<file path="src/rtl/ctrl_mat_mult_gen.sv">
// ctrl_mat_mult_gen: sequences C[MxN] = A[MxK]*B[KxN] on a MAC array, one term per cycle.
// Define CTRL_STALL_COUNT_EN to add the stall_count output.
module ctrl_mat_mult_gen #(
  parameter int M = 4,
  parameter int N = 4,
  parameter int K = 8,
  parameter int PIPE_LAT = 1,
  parameter int CNT_W = 16,
  localparam int AW = (M * K > 1) ? $clog2(M * K) : 1,
  localparam int BW = (K * N > 1) ? $clog2(K * N) : 1,
  localparam int OW = (M * N > 1) ? $clog2(M * N) : 1
) (
  input  logic             clk,
  input  logic             reset,
  input  logic             start,
  input  logic             en,
  output logic             load,
  output logic             mac_clr,
  output logic [AW-1:0]    a_addr,
  output logic [BW-1:0]    b_addr,
  output logic             wire_out,
  output logic [OW-1:0]    out_addr,
  output logic             busy,
  output logic             done,
`ifdef CTRL_STALL_COUNT_EN
  output logic [CNT_W-1:0] clock_count,
  output logic [CNT_W-1:0] stall_count
`else
  output logic [CNT_W-1:0] clock_count
`endif
);
  localparam int RW = (M > 1) ? $clog2(M) : 1;
  localparam int CW = (N > 1) ? $clog2(N) : 1;
  localparam int KW = (K > 1) ? $clog2(K) : 1;
  localparam int DW = (PIPE_LAT > 1) ? $clog2(PIPE_LAT) : 1;
  localparam logic [1:0] S_IDLE = 2'd0, S_RUN = 2'd1, S_DRAIN = 2'd2, S_DONE = 2'd3;
  localparam logic [RW-1:0] ROW_L = RW'(M - 1);
  localparam logic [CW-1:0] COL_L = CW'(N - 1);
  localparam logic [KW-1:0] K_L = KW'(K - 1);
  localparam logic [DW-1:0] D_L = DW'(PIPE_LAT - 1);
  localparam logic [CNT_W-1:0] C_MAX = '1;

  logic [1:0]       r_st;
  logic [RW-1:0]    r_row;
  logic [CW-1:0]    r_col;
  logic [KW-1:0]    r_k;
  logic [DW-1:0]    r_dcnt;
  logic [CNT_W-1:0] r_cc;
  logic             r_pv [PIPE_LAT];
  logic [OW-1:0]    r_pa [PIPE_LAT];
  logic             w_k_end, w_col_end, w_last, w_inj;
  logic [CNT_W-1:0] w_cc_inc;

  assign w_k_end   = r_k == K_L;
  assign w_col_end = r_col == COL_L;
  assign w_last    = w_k_end && w_col_end && r_row == ROW_L;
  assign w_cc_inc  = (r_cc == C_MAX) ? r_cc : r_cc + 1'b1;
  assign load      = r_st == S_RUN && en;
  assign mac_clr   = load && r_k == '0;
  assign w_inj     = load && w_k_end;
  assign a_addr    = AW'(32'(r_row) * K + 32'(r_k));
  assign b_addr    = BW'(32'(r_k) * N + 32'(r_col));
  assign busy      = r_st == S_RUN || r_st == S_DRAIN;
  assign done      = r_st == S_DONE;
  assign clock_count = r_cc;
  assign wire_out  = r_pv[PIPE_LAT-1];
  assign out_addr  = r_pa[PIPE_LAT-1];

  always_ff @(posedge clk or posedge reset) begin
    if (reset) begin
      r_st   <= S_IDLE;
      r_row  <= '0;
      r_col  <= '0;
      r_k    <= '0;
      r_dcnt <= '0;
      r_cc   <= '0;
    end else begin
      case (r_st)
        S_IDLE: if (start) begin
          r_st  <= S_RUN;
          r_row <= '0;
          r_col <= '0;
          r_k   <= '0;
          r_cc  <= '0;
        end
        S_RUN: begin
          r_cc <= w_cc_inc;
          if (en) begin
            r_k <= w_k_end ? '0 : r_k + 1'b1;
            if (w_k_end) r_col <= w_col_end ? '0 : r_col + 1'b1;
            if (w_k_end && w_col_end) r_row <= r_row + 1'b1;
            if (w_last) begin
              r_st   <= S_DRAIN;
              r_dcnt <= D_L;
            end
          end
        end
        S_DRAIN: begin
          r_cc <= w_cc_inc;
          if (r_dcnt == '0) r_st <= S_DONE;
          else r_dcnt <= r_dcnt - 1'b1;
        end
        default: if (!start) r_st <= S_IDLE;
      endcase
    end
  end

  // Result tags ride alongside the MAC pipeline; cleared on reset so aborted terms never write.
  always_ff @(posedge clk or posedge reset) begin
    if (reset) begin
      for (int i = 0; i < PIPE_LAT; i++) begin
        r_pv[i] <= 1'b0;
        r_pa[i] <= '0;
      end
    end else begin
      r_pv[0] <= w_inj;
      r_pa[0] <= OW'(32'(r_row) * N + 32'(r_col));
      for (int i = 1; i < PIPE_LAT; i++) begin
        r_pv[i] <= r_pv[i-1];
        r_pa[i] <= r_pa[i-1];
      end
    end
  end

`ifdef CTRL_STALL_COUNT_EN
  logic [CNT_W-1:0] r_sc;
  always_ff @(posedge clk or posedge reset) begin
    if (reset) r_sc <= '0;
    else if (r_st == S_IDLE && start) r_sc <= '0;
    else if (r_st == S_RUN && !en && r_sc != C_MAX) r_sc <= r_sc + 1'b1;
  end
  assign stall_count = r_sc;
`endif
endmodule

</file>
<file path="config.mk">
export PLATFORM = sky130hd
export DESIGN_NAME = ctrl_mat_mult_gen
export DESIGN_NICKNAME = d
export VERILOG_FILES = /design/src/rtl/ctrl_mat_mult_gen.sv
export SDC_FILE = /design/constraint.sdc
export NUM_CORES = 1
export LEC_CHECK = 0
export BUFFER_PORTS_ARGS = -buffer_cell sky130_fd_sc_hd__buf_4
export CORE_ASPECT_RATIO = 1.2
export CORE_MARGIN = 2
export CORE_UTILIZATION = 25
export DETAILED_ROUTE_END_ITERATION = 8
export PLACE_DENSITY = 0.49
export SKIP_CTS_REPAIR_TIMING = 1
export SYNTH_ARGS = -nofsm -noshare
export SYNTH_HDL_FRONTEND = slang
export SYNTH_SLANG_ARGS = --single-unit
</file>
<file path="constraint.sdc">
create_clock -name clk -period 3.31 [get_ports clk]
set_input_delay 0.662 -clock clk [delete_from_list [all_inputs] [get_ports clk]]
set_output_delay 0.662 -clock clk [all_outputs]
set_load 0.03 [all_outputs]
</file>
Yosys cells after proc, flatten, opt, wreduce, memory -nomap -nowiden
Cells that the tools add are included.
{ "word_totals": {"register_bits": 31, "input_bits": 4, "out_inout_bits": 35} }
{ "op_classes": {"add_sub_neg": 8, "eq_ne": 15, "mux": 25, "reduce_logical": 18} }
{ "op_table": {"columns": ["operator", "n"], "rows": [
  ["$mux 16", 2],
  ["$pmux 16 s2", 1],
  ["$mux 2", 11],
  ["$add 16x1->16 const B", 1],
  ["$eq 16x16->1 const B", 1],
  ["$ne 2x2->1 const B", 7],
  ["$mux 3", 3],
  ["$reduce_and 3->1", 3],
  ["$eq 2x2->1 const B", 4],
  ["$pmux 2 s2", 2],
  ["$reduce_and 4->1", 2],
  ["$pmux 2 s3", 1],
  ["$pmux 3 s2", 1],
  ["$reduce_bool 2->1", 3],
  ["$add 5x2->5", 1],
  ["$add 5x3->5", 1],
  ["$logic_and 1x1->1", 5],
  ["$reduce_and 5->1", 1],
  ["$add 2x1->2 const B", 2],
  ["$add 4x2->4", 1],
  ["$ne 4x1->1 const B", 1],
  ["$add 3x1->3 const B", 1],
  ["$eq 3x3->1 const B", 1],
  ["$logic_not 3->1", 1],
  ["7 further kinds", 9]
]} }

Longest topological paths before layout
{ "logic_depth": {"ltp_word": 6, "mapped_depth": 8, "ltp_nobuf": 6} }

Worst setup path after synthesis
OpenSTA, ideal clock, no wires.
{ "synth_path": {"path_type": "in2out", "from": "input port en", "to": "output port mac_clr", "arrival_ps": 1607, "required_time_ps": 2648, "setup_slack_ps": 1041, "path_stages": 3, "n_path_buf": 1, "path_cell_list": "clkbuf_1 > and2_1 > and3b_1"} }
{ "synth_between": {"elab_chain_cells": 2} }
{ "synth_lines": {"columns": ["item", "line_no", "rtl"], "rows": [
  ["start, declared", "16", "input logic en,"],
  ["$logic_and 1x1->1", "58", "assign load = r_st == S_RUN && en;"],
  ["net load", "17", "output logic load,"],
  ["$logic_and 1x1->1", "59", "assign mac_clr = load && r_k == '0;"],
  ["end, declared", "18", "output logic mac_clr,"]
]} }
The timed path passes the listed nets, and every way through them passes these cells.

Worst setup path after layout
{ "layout_path": {"from": "register r_st[0]", "to": "register r_cc[0], in the netlist clock_count[0]"} }
{ "layout_between": {"elab_chain_cells": 4, "word_cells_on_any_way": 9, "cone_classes": "eq/ne (4); mux (1); reduce/logical (4)"} }
{ "layout_lines": {"columns": ["item", "line_no", "rtl"], "rows": [
  ["start, declared", "43", "logic [1:0] r_st;"],
  ["start signal, assigned", "71", "r_st <= S_IDLE;"],
  ["start signal, assigned", "80", "r_st <= S_RUN;"],
  ["start signal, assigned", "93", "r_st <= S_DRAIN;"],
  ["$eq 2x1->1 / $eq 2x2->1 (equally long branches)", "78", "case (r_st)"],
  ["$reduce_or 2->1 (no source line)", null, null],
  ["$ne 2x2->1 (no source line) / $reduce_bool 2->1 (equally long branches)", null, null],
  ["$reduce_and 3->1 (no source line)", null, null],
  ["end signal, assigned", "87", "r_cc <= w_cc_inc;"],
  ["end signal, assigned", "99", "r_cc <= w_cc_inc;"],
  ["end, declared", "48", "logic [CNT_W-1:0] r_cc;"]
]} }
Several ways; a longest one is shown, not always the timed one.
A chain may end at the register's enable or synchronous reset.

==> impl_metrics.json <==
{
  "final_net_count": 233,
  "ys.warnings.count": 0,
  "route.detailed.drc": 0,
  "synth-xor-area-share_pct": 0,
  "critPathRequiredTime_ns": 3.48,
  "drtAntennaViolNets": 0,
  "grt_max_degree": 31,
  "die-width_um": 80.4,
  "status": "complete, no violations",
  "synth-seq-cells": 30,
  "routed_wl_um": 4140,
  "utilization_pct": 33.1,
  "synth_edf_count": 0,
  "drt_first_pass_iters": 4,
  "drive_gt1_share_pct": 25.6,
  "p_sw_mw": 0.947,
  "leakagePower_nw": 1.04,
  "grt_pass1_wl_um": 7210,
  "cts_sinks": 30,
  "synthAdderAreaFrac_pct": 7.87,
  "cap_violations": 0,
  "synth_compound_area_share_pct": 17.9,
  "overflow": 0,
  "fmax_ghz": 0.399,
  "setup_violations": 0,
  "post_synth.cell_area_avg_um2": 9.77,
  "crit_arrival_ns": 2.68,
  "clock-skew-final_ns": 0.00860,
  "cp-end-kind": "flop",
  "synth_nets": 194,
  "cts_buffer_depth": 2,
  "grt_usage_pct": 12.1,
  "clk_pin_slew_ns": 0.07,
  "power_switching_share_pct": 45.0,
  "crit_type": "flop to flop",
  "cts_buffers": 5,
  "slew_headroom_pct": 63.5,
  "dieArea_um2": 7680,
  "first_global_vias": 1439,
  "power.share.sequential_pct": 26.3,
  "peakVddDrop_v": 0.000408,
  "vias_per_cell": 4.87,
  "async_reset_ff_share_pct": 100,
  "maxSlewViolCount": 0,
  "synthMuxAreaShare_pct": 7.01,
  "synth_top_area_cell": "dfrtp_1",
  "netlist_instances": 179,
  "synth-simple-area-share_pct": 18.2,
  "ys_top_cells_by_area": "dfrtp_1, ha_1, mux2i_1",
  "gp_congestion": 0.773,
  "rsz0062_at_grt": "false",
  "coreArea_um2": 6810,
  "synth_top_family_by_area": "simple AND/OR/NAND/NOR gates",
  "antenna_cells": 0,
  "syn_to_final_growth_pct": 29.1,
  "synth-main-ff-cell": "dfrtp_1",
  "clkPwrFrac_pct": 22.1,
  "synth.top_cell.area_share_pct": 42.9,
  "drt_iter0_markers": 85,
  "worst_pin_slew_ns": 0.547,
  "cp_max_fo": 16,
  "rows": 33,
  "start_util_pct": 25.7,
  "die_h_um": 95.6,
  "layout_commonest_cell": "buf_4",
  "final.setup.tns_ns": 0,
  "io_buffers": 38,
  "antenna_found_initial": 0,
  "most-common-layout-cells": "buf_4, dfrtp_1, inv_1",
  "period_needed_ns": 2.51,
  "ys_seq_area_share_pct": 42.9,
  "hold_path_class": "flop to flop",
  "dp_hpwl_um": 2980,
  "hold_viol_final": 0,
  "fin_crit_sh_pct": 75.8,
  "synth_area_um2": 1750,
  "cts_tree": "built",
  "cts_root_buf": "clkbuf_8",
  "startpoint_type": "flop",
  "combPwrFrac_pct": 51.6,
  "routedWlPerCell_um": 13.5,
  "ioPinCount": 39,
  "htree_num_levels": 2,
  "via_count": 1490,
  "p_per_area_nw_per_um2": 931,
  "power.internal_mw": 1.16,
  "yosysUniqueCellTypes": 47,
  "clk_latency_ns": 0.29
}
==> cells by family after synthesis <==
family / count (synthesis)
muxes: 12
adders and majority gates: 11
and+or+nand+nor: 56
AOI/OAI and AO/OA: 45
DFF: 30
buffers and inverters: 25
==> power groups by stage <==
stage	clock network, mW	logic (mW)	registers (mW)
2_1_floorplan	0	0.650	0.676
3_3_place_gp	0	1.10	0.559
3_5_place_dp	0	1.10	0.562
4_1_cts	0.477	1.10	0.556
5_1_grt	0.494	1.21	0.571
6_report	0.464	1.09	0.554
==> through the flow <==
stage / hold slack [ns] / setup WS, ns / power [mW] / cells / area [um2]
floorplan: 0.586 / 1.04 / 1.33 / 179 / 1750
global placement: 0.422 / 0.897 / 1.66 / 298 / 2120
detailed placement: 0.424 / 0.793 / 1.66 / 298 / 2120
CTS: 0.440 / 0.779 / 2.13 / 306 / 2260
global route: 0.466 / 0.549 / 2.27 / 306 / 2260
finish: 0.437 / 0.801 / 2.10 / 306 / 2260
==> synth_stat cells (2+ instances only) <==
| library cell | count |
|---|---|
| o22ai_1 | 2 |
| and3_1 | 2 |
| inv_1 | 17 |
| buf_4 | 3 |
| nor2_1 | 9 |
| a221oi_1 | 3 |
| nand3_2 | 2 |
| a41oi_1 | 2 |
| a21oi_1 | 7 |
| mux2i_1 | 10 |
| dfrtp_1 | 30 |
| nand4_1 | 4 |
| nor4_1 | 4 |
| clkbuf_1 | 4 |
| or4_1 | 2 |
| o2bb2ai_1 | 6 |
| nor3_1 | 6 |
| a22oi_1 | 3 |
| nand3_1 | 5 |
| o21ai_0 | 11 |
| nand2_1 | 11 |
| ha_1 | 11 |
==> per-layer routing <==
layer,wire length [um],part of all wire [%],track usage (%),vias up
met5,0,0,0,-
met4,57,1.4,4.10,0
met3,274,6.6,4.17,8
met2,1950,47,19.4,44
met1,1860,45,15.2,704
li1,-,-,-,734
==> path summary, 6_finish.rpt <==
check	from	to	slack [ns]	cells past startpoint
worst min register to register	r_col[1]	out_addr[1]	0.44	0
worst min-delay path	r_col[1]	out_addr[1]	0.44	0
worst max register to register	r_st[0]	clock_count[0]	0.80	6
worst max-delay path	r_st[0]	clock_count[0]	0.80	6
min in group asynchronous	reset	r_col[0]	0.45	3
max in group asynchronous	reset	clock_count[5]	2.57	3
==> state kept, by name, summed over array words and instances, names as in the netlist <==
signal       cells
clock_count     16
out_addr         4
r_k              3
r_col            2
r_row            2
r_st             2
wire_out         1
==> critical path, stage by stage (launching register included) <==
cell	delay [ns]
dfrtp_1	0.41
inv_1	0.09
ha_1	0.45
inv_1	0.32
nor4_2	0.50
a21oi_1	0.25
mux2_1	0.37
==> cell type report <==
type,instances,area (um2)
Multi-Input combinational cell,124,892
Fill cell,738,4550
Clock inverter,2,60.1
Clock buffer,6,82.6
Timing Repair Buffer,40,300
Inverter,17,63.8
Sequential cell,30,751
Tap cell,87,109
Note: power is estimated with default switching activity, not from simulation.
